$ cat config.mk
export PLATFORM = sky130hd
export DESIGN_NAME = decode_imm_controller_flat
export DESIGN_NICKNAME = d
export VERILOG_FILES = /design/src/rtl/decode_imm_controller_if.sv /design/src/rtl/decode_imm_controller.sv /design/src/flat_wrapper.sv
export SDC_FILE = /design/constraint.sdc
export NUM_CORES = 1
export LEC_CHECK = 0
export CAP_MARGIN = 40
export CORE_ASPECT_RATIO = 2
export CORE_MARGIN = 2
export CORE_UTILIZATION = 52
export CTS_CLUSTER_SIZE = 30
export DETAILED_ROUTE_END_ITERATION = 10
export PLACE_DENSITY = 0.9
export SETUP_SLACK_MARGIN = 0.05
export SYNTH_ARGS = -nofsm -noshare
export SYNTH_HDL_FRONTEND = slang
export SYNTH_SLANG_ARGS = --single-unit
$ cat constraint.sdc
create_clock -name CLK -period 3.55 [get_ports CLK]
set_input_delay 0.8875 -clock CLK [delete_from_list [all_inputs] [get_ports CLK]]
set_output_delay 0.8875 -clock CLK [all_outputs]
set_load 0.01 [all_outputs]
$ cat src/rtl/decode_imm_controller_if.sv
// Fetch-to-decode bus of the immediate controller: instruction handshake in,
// decode-stage entry handshake out.
// Valid/ready: a transfer happens on a rising edge where valid and ready are both 1;
// a source holding valid=1 keeps its payload stable until that transfer.
interface decode_imm_controller_if #(
    parameter int DATA_WIDTH        = 32,
    parameter int IMM_MAX_IN_WIDTH  = 25,
    parameter int IMM_FORMAT_SELECT = 3
);
    logic                         INS_VALID;
    logic                         INS_READY;
    logic [DATA_WIDTH-1:0]        INSTRUCTION;
    logic [DATA_WIDTH-1:0]        PC_IN;
    logic                         FLUSH;
    logic                         OUT_VALID;
    logic                         OUT_READY;
    logic [IMM_MAX_IN_WIDTH-1:0]  IMM_INPUT;
    logic [IMM_FORMAT_SELECT-1:0] IMM_FORMAT;
    logic [DATA_WIDTH-1:0]        PC_OUT;
    logic                         ILLEGAL;
    logic [7:0]                   ILLEGAL_COUNT;

    modport slave (
        input  INS_VALID, INSTRUCTION, PC_IN, FLUSH, OUT_READY,
        output INS_READY, OUT_VALID, IMM_INPUT, IMM_FORMAT, PC_OUT, ILLEGAL, ILLEGAL_COUNT
    );

    modport master (
        output INS_VALID, INSTRUCTION, PC_IN, FLUSH, OUT_READY,
        input  INS_READY, OUT_VALID, IMM_INPUT, IMM_FORMAT, PC_OUT, ILLEGAL, ILLEGAL_COUNT
    );
endinterface

$ cat src/rtl/decode_imm_controller.sv
// Two-entry in-order buffer (output register + skid register) between fetch and
// decode that classifies the immediate format of each instruction as it is accepted.
module decode_imm_controller #(
    parameter int DATA_WIDTH        = 32,
    parameter int IMM_MAX_IN_WIDTH  = 25,
    parameter int IMM_FORMAT_SELECT = 3,
    parameter logic [IMM_FORMAT_SELECT-1:0] R_FORMAT  = 3'b000,
    parameter logic [IMM_FORMAT_SELECT-1:0] I_FORMAT  = 3'b001,
    parameter logic [IMM_FORMAT_SELECT-1:0] S_FORMAT  = 3'b010,
    parameter logic [IMM_FORMAT_SELECT-1:0] U_FORMAT  = 3'b011,
    parameter logic [IMM_FORMAT_SELECT-1:0] SB_FORMAT = 3'b100,
    parameter logic [IMM_FORMAT_SELECT-1:0] UJ_FORMAT = 3'b101
) (
    input  logic                     CLK,
    input  logic                     RST,
    decode_imm_controller_if.slave   bus,
    output logic [1:0]               dbg_state_o
);
    typedef enum logic [1:0] {EMPTY = 2'd0, FULL = 2'd1, SKID = 2'd2} state_t;

    state_t                       state_q;
    logic [IMM_MAX_IN_WIDTH-1:0]  out_imm_q, skid_imm_q;
    logic [IMM_FORMAT_SELECT-1:0] out_fmt_q, skid_fmt_q;
    logic [DATA_WIDTH-1:0]        out_pc_q, skid_pc_q;
    logic                         out_ill_q, skid_ill_q;
    logic [7:0]                   ill_cnt_q;

    logic [IMM_MAX_IN_WIDTH-1:0]  in_imm_d;
    logic [IMM_FORMAT_SELECT-1:0] in_fmt_d;
    logic                         in_ill_d;
    logic                         accept;
    logic                         deliver;

    always_comb begin
        in_fmt_d = R_FORMAT;
        in_ill_d = 1'b0;
        in_imm_d = bus.INSTRUCTION[IMM_MAX_IN_WIDTH+6:7];
        case (bus.INSTRUCTION[6:0])
            7'b0110111, 7'b0010111:                         in_fmt_d = U_FORMAT;
            7'b1101111:                                     in_fmt_d = UJ_FORMAT;
            7'b1100111, 7'b0000011, 7'b0010011, 7'b1110011: in_fmt_d = I_FORMAT;
            7'b0100011:                                     in_fmt_d = S_FORMAT;
            7'b1100011:                                     in_fmt_d = SB_FORMAT;
            7'b0110011:                                     in_fmt_d = R_FORMAT;
            default:                                        in_ill_d = 1'b1;
        endcase
        if (bus.INSTRUCTION[1:0] != 2'b11) in_ill_d = 1'b1;
    end

    assign accept  = bus.INS_VALID & (state_q != SKID);
    assign deliver = (state_q != EMPTY) & bus.OUT_READY;

    always_ff @(posedge CLK) begin
        if (RST) begin
            state_q    <= EMPTY;
            out_imm_q  <= '0;
            out_fmt_q  <= R_FORMAT;
            out_pc_q   <= '0;
            out_ill_q  <= 1'b0;
            skid_imm_q <= '0;
            skid_fmt_q <= R_FORMAT;
            skid_pc_q  <= '0;
            skid_ill_q <= 1'b0;
            ill_cnt_q  <= 8'd0;
        end else begin
            // A flushed head is discarded, not delivered, so it is not counted.
            if (!bus.FLUSH && deliver && out_ill_q && (ill_cnt_q != 8'hFF))
                ill_cnt_q <= ill_cnt_q + 8'd1;
            if (bus.FLUSH) begin
                state_q <= EMPTY;
            end else begin
                case (state_q)
                    EMPTY: begin
                        if (accept) begin
                            out_imm_q <= in_imm_d;
                            out_fmt_q <= in_fmt_d;
                            out_pc_q  <= bus.PC_IN;
                            out_ill_q <= in_ill_d;
                            state_q   <= FULL;
                        end
                    end
                    FULL: begin
                        if (accept && deliver) begin
                            out_imm_q <= in_imm_d;
                            out_fmt_q <= in_fmt_d;
                            out_pc_q  <= bus.PC_IN;
                            out_ill_q <= in_ill_d;
                        end else if (accept) begin
                            skid_imm_q <= in_imm_d;
                            skid_fmt_q <= in_fmt_d;
                            skid_pc_q  <= bus.PC_IN;
                            skid_ill_q <= in_ill_d;
                            state_q    <= SKID;
                        end else if (deliver) begin
                            state_q <= EMPTY;
                        end
                    end
                    SKID: begin
                        if (deliver) begin
                            out_imm_q <= skid_imm_q;
                            out_fmt_q <= skid_fmt_q;
                            out_pc_q  <= skid_pc_q;
                            out_ill_q <= skid_ill_q;
                            state_q   <= FULL;
                        end
                    end
                    default: state_q <= EMPTY;
                endcase
            end
        end
    end

    assign bus.INS_READY     = (state_q != SKID);
    assign bus.OUT_VALID     = (state_q != EMPTY);
    assign bus.IMM_INPUT     = out_imm_q;
    assign bus.IMM_FORMAT    = out_fmt_q;
    assign bus.PC_OUT        = out_pc_q;
    assign bus.ILLEGAL       = out_ill_q;
    assign bus.ILLEGAL_COUNT = ill_cnt_q;
    assign dbg_state_o       = state_q;
endmodule
$ cat src/flat_wrapper.sv
// flat-port wrapper written by rule: the top's interface ports become plain ports
module decode_imm_controller_flat 
#(
    parameter int DATA_WIDTH        = 32,
    parameter int IMM_MAX_IN_WIDTH  = 25,
    parameter int IMM_FORMAT_SELECT = 3,
    parameter logic [IMM_FORMAT_SELECT-1:0] R_FORMAT  = 3'b000,
    parameter logic [IMM_FORMAT_SELECT-1:0] I_FORMAT  = 3'b001,
    parameter logic [IMM_FORMAT_SELECT-1:0] S_FORMAT  = 3'b010,
    parameter logic [IMM_FORMAT_SELECT-1:0] U_FORMAT  = 3'b011,
    parameter logic [IMM_FORMAT_SELECT-1:0] SB_FORMAT = 3'b100,
    parameter logic [IMM_FORMAT_SELECT-1:0] UJ_FORMAT = 3'b101
)
  (CLK, RST, dbg_state_o, bus_INS_VALID, bus_INSTRUCTION, bus_PC_IN, bus_FLUSH, bus_OUT_READY, bus_INS_READY, bus_OUT_VALID, bus_IMM_INPUT, bus_IMM_FORMAT, bus_PC_OUT, bus_ILLEGAL, bus_ILLEGAL_COUNT);
  decode_imm_controller_if #(.DATA_WIDTH(DATA_WIDTH), .IMM_MAX_IN_WIDTH(IMM_MAX_IN_WIDTH), .IMM_FORMAT_SELECT(IMM_FORMAT_SELECT)) bus_i ();
  input  logic CLK;
  input  logic RST;
  output logic [1:0] dbg_state_o;
  input wire logic [$bits(bus_i.INS_VALID)-1:0] bus_INS_VALID;
  input wire logic [$bits(bus_i.INSTRUCTION)-1:0] bus_INSTRUCTION;
  input wire logic [$bits(bus_i.PC_IN)-1:0] bus_PC_IN;
  input wire logic [$bits(bus_i.FLUSH)-1:0] bus_FLUSH;
  input wire logic [$bits(bus_i.OUT_READY)-1:0] bus_OUT_READY;
  output wire logic [$bits(bus_i.INS_READY)-1:0] bus_INS_READY;
  output wire logic [$bits(bus_i.OUT_VALID)-1:0] bus_OUT_VALID;
  output wire logic [$bits(bus_i.IMM_INPUT)-1:0] bus_IMM_INPUT;
  output wire logic [$bits(bus_i.IMM_FORMAT)-1:0] bus_IMM_FORMAT;
  output wire logic [$bits(bus_i.PC_OUT)-1:0] bus_PC_OUT;
  output wire logic [$bits(bus_i.ILLEGAL)-1:0] bus_ILLEGAL;
  output wire logic [$bits(bus_i.ILLEGAL_COUNT)-1:0] bus_ILLEGAL_COUNT;
  assign bus_i.INS_VALID = bus_INS_VALID;
  assign bus_i.INSTRUCTION = bus_INSTRUCTION;
  assign bus_i.PC_IN = bus_PC_IN;
  assign bus_i.FLUSH = bus_FLUSH;
  assign bus_i.OUT_READY = bus_OUT_READY;
  assign bus_INS_READY = bus_i.INS_READY;
  assign bus_OUT_VALID = bus_i.OUT_VALID;
  assign bus_IMM_INPUT = bus_i.IMM_INPUT;
  assign bus_IMM_FORMAT = bus_i.IMM_FORMAT;
  assign bus_PC_OUT = bus_i.PC_OUT;
  assign bus_ILLEGAL = bus_i.ILLEGAL;
  assign bus_ILLEGAL_COUNT = bus_i.ILLEGAL_COUNT;
  decode_imm_controller #(.DATA_WIDTH(DATA_WIDTH), .IMM_MAX_IN_WIDTH(IMM_MAX_IN_WIDTH), .IMM_FORMAT_SELECT(IMM_FORMAT_SELECT), .R_FORMAT(R_FORMAT), .I_FORMAT(I_FORMAT), .S_FORMAT(S_FORMAT), .U_FORMAT(U_FORMAT), .SB_FORMAT(SB_FORMAT), .UJ_FORMAT(UJ_FORMAT)) u_core (.CLK(CLK), .RST(RST), .bus(bus_i), .dbg_state_o(dbg_state_o));
endmodule
==> run summary <==
The register-to-register setup slack came out at approximately 1.2 ns. With fillers left out, the area of the finished cells amounts to ~7500 µm². The final routed DRC violation total came out at 0. The fraction of the yosys area taken by sequential cells is between 40 and 50%. The count of final hold-check violations came out at 0. The number of enable-type register cells in the synthesized netlist is 0.

Setup violations remaining at the end of the flow were counted as 0. The worst-case IR drop observed on VDD is 0.4054 mV. The area occupied by multi-input gates came out at 2577 µm². The number of cells produced by synthesis came out at 690. Summing every instance area after synthesis gives about 5500 µm². The area enclosed by the die boundary came out at 11410 µm².

The number of global-route vias before repair came out at ~5600. The first routing iteration left 554 violations. The total I/O pin count is between 100 and 150. In this run the static leakage power is 0.002643 µW.

In this run the worst setup path begins at bus_FLUSH. Counting along the longest clock path gives a buffer depth of 2. Data on the critical path arrives at its endpoint at 2.95 ns. The final max-slew violation count came out at 0.

The number of sinks on the clock net is approximately 130. The synthesized area per cell is roughly 7.9 µm². The worst path meets setup with ~0.9 ns of slack. The register area is between 2000 and 3000 µm². Clock-pin slew was measured on the worst setup and hold paths at ~0.05 ns. The clock network latency to the later pin of the worst-skew pair is 0.41 ns. For this block, the routed nets add up to between 15000 and 20000 µm of wire. In this run the number of H-tree levels came out at 4. The first global-routing pass estimated between 20000 and 30000 µm of wire. The total overflow reported by the global router is 0. The worst setup skew after layout came out at between 0.005 and 0.006 ns. The worst slew margin relative to its limit came out at roughly half.

The first-pass iteration count of the detailed router is 7. The cell area after placement came out at between 6000 and 7000 µm². The library cell used most frequently in the layout, excluding fill and tap cells, is nand2_1. The power per cell area is 502.6 nW/µm². The layout has ~760 filler cells. The actual slew at the worst max-slew pin came out at between 0.7 and 0.8 ns. The count of hold-fix buffers inserted at cts is 0.

The global placer's final weighted congestion is roughly 0.9. From synthesis to final layout, the design area changed by 37.99%. The standard cell core area came out at 10410 µm².

Of all flip-flops after synthesis, the portion carrying an async set or reset was 0%. In this run the worst hold path is classified as register to register. The global routing usage summed across all routing layers is 29.47%. The total of buffers placed on input and output ports came out at around 140.

The highest achievable clock rate is around 0.38 GHz. For this run, the post-layout net count is approximately 870. STA classifies the critical path startpoint as an input pin. The fraction of final layout cells sized beyond drive strength 1 is approximately 6%. In the layout the commonest cells are nand2_1 (235), clkdlybuf4s50_1 (140), dfxtp_1 (132). The number of antenna violations at the first check in global routing came out at 1. The number of warnings reported in the yosys synthesis log is 0. The nature of the critical path endpoint is a register. The die extent in x is roughly 77 µm.

The post-detailed-placement half-perimeter wirelength came out at 10720 µm. The core occupancy in the finished layout came out at between 70 and 80%. TritonCTS built the clock tree. Before CTS, the worst setup slack after placement is approximately 0.52 ns. The die span in y is approximately 150 µm. The smallest hold slack came out at about 0.45 ns.

The most used flip-flop cell after synthesis is dfxtp_1. By startpoint and endpoint, the worst setup path is classified as input pin to register. The startpoint of the worst register-to-register path is u_core.dbg_state_o[1]$_SDFFE_PP0P_. The largest fanout of any net on the critical path is 32. The run finished with clean final reports. The quantity of gates resized following cts is 0. The final routed wire length divided by cell count came out at approximately 18 µm. The net count after synthesis is 760. The total CTS buffers is 17. The final setup TNS came out at 0 ns. The required time of the critical path came out at 3.85 ns.

Entering global routing, the biggest net connects 97 pins. The share of the clock period used by the worst path is 74.65%. In this run the core area contains 53 standard-cell rows. The number of buffers inserted by post-CTS setup repair is 0. The initial cell density of the core came out at 52.54%. The number of flip-flops and latches in the synthesized netlist is approximately 130. The max capacitance violation total came out at 0. Setup repair after global routing left no endpoint under its margin. The distinct cell type count after synthesis is 48.

The detail-routed via count per cell is 6.063. The startpoint identified for the worst hold timing path is u_core.skid_pc_q[0]$_SDFFE_PP0P_. The post-route minimum period came out at 2.650 ns. For this block, the via count after detailed routing is ~5800. The cell at the root of the clock tree is clkbuf_16.

The residual antenna-violating net count after detailed routing came out at 0.
sequential cells by signal, summed over array words and instances (netlist names), 2 cells and up:
name / cells
u_core.bus.IMM_FORMAT: 3
u_core.skid_imm_q: 25
u_core.skid_pc_q: 32
u_core.bus.PC_OUT: 32
u_core.bus.IMM_INPUT: 25
u_core.dbg_state_o: 2
u_core.bus.ILLEGAL_COUNT: 8
u_core.skid_fmt_q: 3
per-stage QoR:
stage | total power, µW | cells
after global placement | 2007 | 920
after global routing | 3896 | 951
after detailed placement | 2027 | 921
after floorplan | 1782 | 690
final | 3794 | 951
after CTS | 3789 | 950
cell type report:
class	instances	share of cell area, %
sequential	132	35.01
multi-input combinational	493	34.15
timing repair buffer	153	20.29
clock buffer	25	6.697
tap	137	2.271
clock inverter	4	1.260
inverter	6	0.2984
antenna	1	0.03315
where the power goes:
group,total [µW],internal (µW),switching (µW),leakage [µW]
clock network,1790,1190,602,0.000295
logic,429,217,211,0.00127
registers,1580,1540,38.5,0.00108
total,3790,2940,852,0.00264
worst max-delay path: stages:
cell and delay, ns:
clkdlybuf4s50_1 0.62, inv_2 0.51, buf_4 0.45, a21oi_1 0.14, a311oi_1 0.32
final timing paths:
path,depth (start not counted),to
hold / removal,2,u_core.skid_pc_q[0]$_SDFFE_PP0P_
setup / recovery,5,u_core.bus.IMM_INPUT[9]$_SDFFE_PP0P_
setup reg to reg,5,u_core.bus.IMM_FORMAT[1]$_SDFFE_PP0P_
hold reg to reg,2,u_core.skid_pc_q[0]$_SDFFE_PP0P_
routing by layer:
layer	wire, µm	track usage (%)
met1	5888	31.81
met2	9206	53.27
met3	1035	5.387
met4	918	17.18
met5	0	0
synthesized netlist by cell type (3+ instances only):
cell type  count  area share, %
clkbuf_1      32            2.2
nand2b_1       3           0.34
buf_1          4           0.27
a2111oi_0      3           0.48
buf_2         22            2.0
a211oi_1       3           0.41
nor2_1        13           0.89
nor3_1         6           0.55
a311oi_1      58            9.3
dfxtp_1      132             48
xnor2_1        3           0.48
nand2_1      235             16
nor4_1         3           0.34
o21ai_0        3           0.27
inv_1          4           0.27
a21oi_1      124             11
cell families after synthesis:
| group | count (synthesis) | synth area share, % |
|---|---|---|
| AO/OA/AOI/OAI | 202 | 23.63 |
| XOR/XNOR | 5 | 0.8007 |
| adder cells (fa/ha/maj) | 1 | 0.2287 |
| buffers and inverters | 65 | 5.101 |
| flip-flops | 132 | 48.31 |
| multiplexers | 2 | 0.3660 |
| AND/OR/NAND/NOR | 283 | 21.57 |
Note: power is estimated with default switching activity, not from simulation.
